[src/rtl/sync_pkg.sv]
// Shared types and constants for the destination-domain bus synchroniser.
package sync_pkg;

  typedef enum logic {
    SYNC_LEVEL  = 1'b0,
    SYNC_FILTER = 1'b1
  } sync_mode_e;

  localparam int SYNC_MIN_STAGES = 2;

`ifdef SYNC_META_SIM
  // Setup/hold window around each CP edge, in the simulation time unit.
  localparam shortreal SYNC_TS_DEF = 0.2;
  localparam shortreal SYNC_TH_DEF = 0.1;
`endif

endpackage

[src/rtl/sync_chain.sv]
// DW x STAGES flop chain clocked by CP; only the first stage sees the
// asynchronous D, and only that stage is disturbed by the optional meta model.
module sync_chain
  import sync_pkg::*;
#(
  parameter int              DW      = 8,
  parameter int              STAGES  = 2,
  parameter logic [DW-1:0]   RST_VAL = '0
) (
  input  logic          CP,
  input  logic          CLR,
  input  logic [DW-1:0] D,
  output logic [DW-1:0] S
);

  logic [DW-1:0] s0;
  logic [DW-1:0] s_tail [1:STAGES-1];

`ifdef SYNC_META_SIM
  realtime t_d_chg = -1.0e9;
  realtime t_cp    = -1.0e9;

  // A D change just after an edge corrupts the value that edge captured.
  always @(D) begin
    t_d_chg = $realtime;
    if (CLR && (($realtime - t_cp) < SYNC_TH_DEF)) s0 = s0 ^ DW'($urandom);
  end

  always @(posedge CP or negedge CLR) begin
    if (!CLR) begin
      s0 <= RST_VAL;
    end else begin
      t_cp = $realtime;
      if (($realtime - t_d_chg) < SYNC_TS_DEF) s0 <= D ^ DW'($urandom);
      else                                    s0 <= D;
    end
  end
`else
  always_ff @(posedge CP or negedge CLR) begin
    if (!CLR) s0 <= RST_VAL;
    else      s0 <= D;
  end
`endif

  always_ff @(posedge CP or negedge CLR) begin
    if (!CLR) begin
      for (int k = 1; k < STAGES; k++) s_tail[k] <= RST_VAL;
    end else begin
      s_tail[1] <= s0;
      for (int k = 2; k < STAGES; k++) s_tail[k] <= s_tail[k-1];
    end
  end

  assign S = s_tail[STAGES-1];

endmodule

[src/rtl/sync_bus_filt.sv]
// Receive-side CDC synchroniser: flop chain, optional stability filter,
// per-bit change pulses, update strobe and saturating event counter.
module sync_bus_filt
  import sync_pkg::*;
#(
  parameter int              DW      = 8,
  parameter int              STAGES  = 2,
  parameter int              MODE    = 0,
  parameter int              FILT    = 2,
  parameter logic [DW-1:0]   RST_VAL = '0,
  parameter int              CNTW    = 16
) (
  input  logic            CP,
  input  logic            CLR,
  input  logic [DW-1:0]   D,
  output logic [DW-1:0]   Q,
  output logic [DW-1:0]   P,
  output logic            VLD,
  output logic [CNTW-1:0] EVT_CNT
);

  if (STAGES < SYNC_MIN_STAGES) begin : g_chk_stages
    $fatal(1, "sync_bus_filt: STAGES=%0d below minimum %0d", STAGES, SYNC_MIN_STAGES);
  end
  if (FILT < 1) begin : g_chk_filt
    $fatal(1, "sync_bus_filt: FILT=%0d must be at least 1", FILT);
  end
  if ((MODE < 0) || (MODE > 1)) begin : g_chk_mode
    $fatal(1, "sync_bus_filt: MODE=%0d is not LEVEL(0) or FILTER(1)", MODE);
  end

  logic [DW-1:0] s_sync;
  logic [DW-1:0] q_next;
  logic [DW-1:0] q_diff;

  sync_chain #(
    .DW      (DW),
    .STAGES  (STAGES),
    .RST_VAL (RST_VAL)
  ) u_chain (
    .CP  (CP),
    .CLR (CLR),
    .D   (D),
    .S   (s_sync)
  );

  if (MODE == int'(SYNC_FILTER)) begin : g_filter
    localparam int            SW      = $clog2(FILT + 1);
    localparam logic [SW-1:0] FILT_TC = SW'(FILT);

    logic [DW-1:0] cand;
    logic [SW-1:0] stab;

    // stab counts edges on which S matched cand, parking at FILT.
    always_ff @(posedge CP or negedge CLR) begin
      if (!CLR) begin
        cand <= RST_VAL;
        stab <= '0;
      end else if (s_sync != cand) begin
        cand <= s_sync;
        stab <= '0;
      end else if (stab < FILT_TC) begin
        stab <= stab + 1'b1;
      end
    end

    assign q_next = (stab == FILT_TC) ? cand : Q;
  end else begin : g_level
    assign q_next = s_sync;
  end

  assign q_diff = q_next ^ Q;

  // P, VLD and the counter step on the same edge that publishes the new Q.
  always_ff @(posedge CP or negedge CLR) begin
    if (!CLR) begin
      Q       <= RST_VAL;
      P       <= '0;
      VLD     <= 1'b0;
      EVT_CNT <= '0;
    end else begin
      Q   <= q_next;
      P   <= q_diff;
      VLD <= |q_diff;
      if ((|q_diff) && !(&EVT_CNT)) EVT_CNT <= EVT_CNT + 1'b1;
    end
  end

endmodule
[config.mk]
export PLATFORM = sky130hd
export DESIGN_NAME = sync_bus_filt
export DESIGN_NICKNAME = d
export VERILOG_FILES = /design/src/rtl/sync_pkg.sv /design/src/rtl/sync_chain.sv /design/src/rtl/sync_bus_filt.sv
export SDC_FILE = /design/constraint.sdc
export NUM_CORES = 1
export LEC_CHECK = 0
export CORE_ASPECT_RATIO = 1.4
export CORE_UTILIZATION = 45
export CTS_CLUSTER_SIZE = 8
export DETAILED_ROUTE_END_ITERATION = 6
export GPL_TIMING_DRIVEN = 1
export PLACE_DENSITY = 0.76
export SYNTH_ARGS = -nofsm -noshare
export SYNTH_HDL_FRONTEND = slang
export SYNTH_SLANG_ARGS = --single-unit
[constraint.sdc]
create_clock -name CP -period 2.3 [get_ports CP]
set_input_delay 0.23 -clock CP [delete_from_list [all_inputs] [get_ports CP]]
set_output_delay 0.23 -clock CP [all_outputs]
set_load 0.005 [all_outputs]
==> summary.txt <==
Outcome
  • Status: finished clean

Finish
  • Share of cells above drive strength 1: 11.5%
  • Final Util: 63.7%
  • Nets: between 150 and 200
  • # diodes: 0
  • Register Area: 0.00123 mm^2
  • Fill cell count: 293
  • Multi-input logic area: 472 um^2
  • Area Overhead vs Synth: 34.6%
  • Finished Layout Cells: 207

Routing
  • Vias: 1035
  • Detailed Route Iter0 Violations: 39
  • Drt wl/cell: roughly 14 um
  • DRT antenna net count: 0
  • Detailed Route WL: 2960 um
  • Remaining DRCs: 0
  • First-pass DRT Iterations: 4
  • Avg Vias per Cell: 5.00

Die
  • Core ar.: 0.00364 mm^2
  • Die Y-Extent: roughly 75 um
  • Starting Density: between 40% and 50%
  • Boundary Pins: 43
  • Rows: 26
  • Die area: 0.00409 mm^2
  • Die W: 54.3 um

Yosys
  • Largest family of logic cells by synthesized area: simple AND/OR/NAND/NOR gates
  • Average size of a mapped cell: between 15 and 20 um^2
  • Post-synth EDFFs: 0
  • Mux contribution to synthesized area: 1.52%
  • Adder-cell share of the synthesized area: 0.725%
  • Sequential area share after synthesis: 71.1%
  • List of most frequent post-synthesis cells: 49 x dfrtp_1, 19 x xor2_1, 7 x nor4_1, 5 x nand2_1, 5 x nand3_1
  • Synth Area in XOR/XNOR: about 11%
  • Post-Syn Area: 0.00173 mm^2
  • Synth top area cells: dfrtp_1 71%, xor2_1 9.6%, nor4_1 2.5%, xnor2_1 1.5%, nand3_1 1.5%
  • Flops & latches, synth: 49
  • Synth Flop Type: dfrtp_1
  • Post-synth net total: 124
  • Compound-gate portion of the synthesized area: 0%
  • Synth cell types: 26
  • Synthesized instance count: 113
  • Post-synthesis simple-gate area fraction: 13.9%
  • Count leader, synth: dfrtp_1
  • Yosys top cell by area: dfrtp_1
  • YS warnings: 0
  • Post-synth top area share: 71.1%
  • Async set-reset flop share out of synthesis: 100%

Placement
  • GPL Wtd Cong: 0.815
  • Dpl ws: 0.373 ns
  • Post-DP HPWL: 2160 um
  • IO buf count: 42
  • Placed cells: around 200

Global route
  • Total global routing overflow: 0
  • Largest net degree at the start of global routing: 33
  • Total GRT Usage: 17.2%
  • Vias in the first global route: 1035
  • First-pass GRT wire length: just under 5000 um
  • Antenna violations before repair: 0

Timing
  • Clock Skew: 0.00374 ns
  • Setup TNS: 0 ns
  • Crit share post-route: 84.3%
  • Worst Max-Slew Pin Slew: 0.685 ns
  • Tmin final: 1.94 ns
  • RSZ-0062 raised after global routing: no
  • Fin. max-slew vios: 0
  • Max-slew headroom: 54.3%
  • Final worst setup slack: between 0.3 and 0.4 ns
  • Final setup fails: 0
  • Fmax: 516 MHz
  • Hold Vio Cnt, Final: 0

Clock tree
  • TritonCTS Buffers: 5
  • Clock Sinks: a little under 50
  • Worst-path clk slew: 0.09 ns
  • CTS tree: yes
  • CTS H-Tree Depth: 2
  • Post-CTS Setup Bufs: 0
  • Max clock buf depth: 2
  • Clk_lat worst skew: 0.30 ns
  • Clock root cell: clkbuf_8

Worst setup path
  • FF-to-FF setup slack: 0.36 ns
  • R2R Path End: EVT_CNT[15]
  • Worst Reg-to-Reg Cells: 6
  • CP required: between 2 and 3 ns
  • Critical R2R Launch: EVT_CNT[0]
  • Critical path, cell by cell: ha_1 > nand4_1 > nor4_1 > nor4_1 > and4bb_1 > xor2_1
  • WP data arrival: 2.17 ns
  • Worst Setup SP: EVT_CNT[0]
  • Critical path endpoint: EVT_CNT[15]
  • Family with the most delay on the worst path: simple AND/OR/NAND/NOR gates
  • CP Buf/Inv Count: 0
  • Crit path max fanout: 4
  • Worst path most repeated cell: nor4_1
  • Critical path endpoint category: register
  • Crit path kind: register to register
  • Levels on crit path: 6
  • Critical Path Max Stage Delay: 0.55 ns
  • Highest-delay cell along the critical path: nor4_1
  • Nature of the critical path startpoint: register

Pwr
  • PwrDens: 878 mW/mm^2
  • Static leakage: 1.03 nW
  • Maximum vdd drop: 0.662 mV
  • Overall Power: 2.04 mW

Worst hold path
  • Worst hold path class: register to register

Run
  • Max-Cap Viols: 0
## routing by layer
layer | vias to the layer above | wire length [um] | track usage (%)
li1 | 485 | - | -
met1 | 519 | 1220 | 21.8
met2 | 25 | 1570 | 26.8
met3 | 6 | 121 | 5.45
met4 | 0 | 55 | 7.69
met5 | - | 0 | 0
## how the worst min path moves through the flow
stage	start	endpoint	slack (ns)	cells after the start
after CTS	D[3]	u_chain.s0[3]	0.35	1
after detailed placement	CLR	EVT_CNT[10]	0.31	1
after global placement	CLR	EVT_CNT[11]	0.30	1
after floorplan	CLR	EVT_CNT[0]	-0.07	0
after global routing	D[0]	u_chain.s0[0]	0.34	1
final	u_chain.s0[3]	u_chain.S[3]	0.35	0
## cells in the final DEF, fill, tap and decap left out, drive strengths merged
| cell | instances |
|---|---|
| ha | 1 |
| nand2b | 1 |
| nand4b | 1 |
| buf | 4 |
| nor3b | 1 |
| or2 | 1 |
| nor4b | 2 |
| dlygate4sd3 | 1 |
| mux2 | 2 |
| and4bb | 1 |
| nand2 | 5 |
| xor2 | 19 |
| nand4 | 3 |
| nor3 | 2 |
| dfrtp | 49 |
| or4 | 2 |
| bufinv | 1 |
| clkdlybuf4s50 | 41 |
| nand3 | 5 |
| nor4 | 7 |
| xnor2 | 3 |
| inv | 4 |
| nor2 | 3 |
| nand3b | 1 |
| clkbuf | 5 |
## power breakdown
part / leakage (nW) / internal [mW] / switching, mW
clock: 0.0591 / 0.332 / 0.295
sequential: 0.593 / 0.962 / 0.105
combinational: 0.383 / 0.226 / 0.119
total: 1.03 / 1.52 / 0.520
## metrics by stage
step / area [um^2] / hold WS, ns
global route: 2320 / 0.336
CTS: 2320 / 0.350
floorplan: 1730 / -0.0656
global placement: 2200 / 0.299
finish: 2320 / 0.354
detailed placement: 2200 / 0.313
## final cells by class
class	instances	area share, %
Tap cell	42	2.26
Inverter	2	0.323
Clock buffer	5	2.96
Multi-Input combinational cell	60	20.3
Clock inverter	3	2.05
Sequential cell	49	52.8
Timing Repair Buffer	46	19.3
## logic make-up (layout without fill, tap and decap cells)
logic type    after synthesis  after routing
fa+ha+maj                   1              1
mux                         2              2
simple gates               35             35
buf+inv                     4             56
xor+xnor                   22             22
flops                      49             49
## flip-flops by register name (all words and copies together), names as in the netlist
register,flops
Q,8
VLD,1
u_chain.s0,8
u_chain.S,8
P,8
EVT_CNT,16
## worst reg2reg max path, stage by stage (launching register included)
cell      delay, ns
dfrtp_1        0.43
ha_1           0.25
nand4_1        0.12
nor4_1         0.08
nor4_1         0.55
and4bb_1       0.30
xor2_1         0.14
## repair_timing
item,CTS,global route
endpoints found under the hold margin,30,0
gates resized for setup,0,0
hold buffers,1,0
No activity file was read; power rests on OpenSTA's default activity.
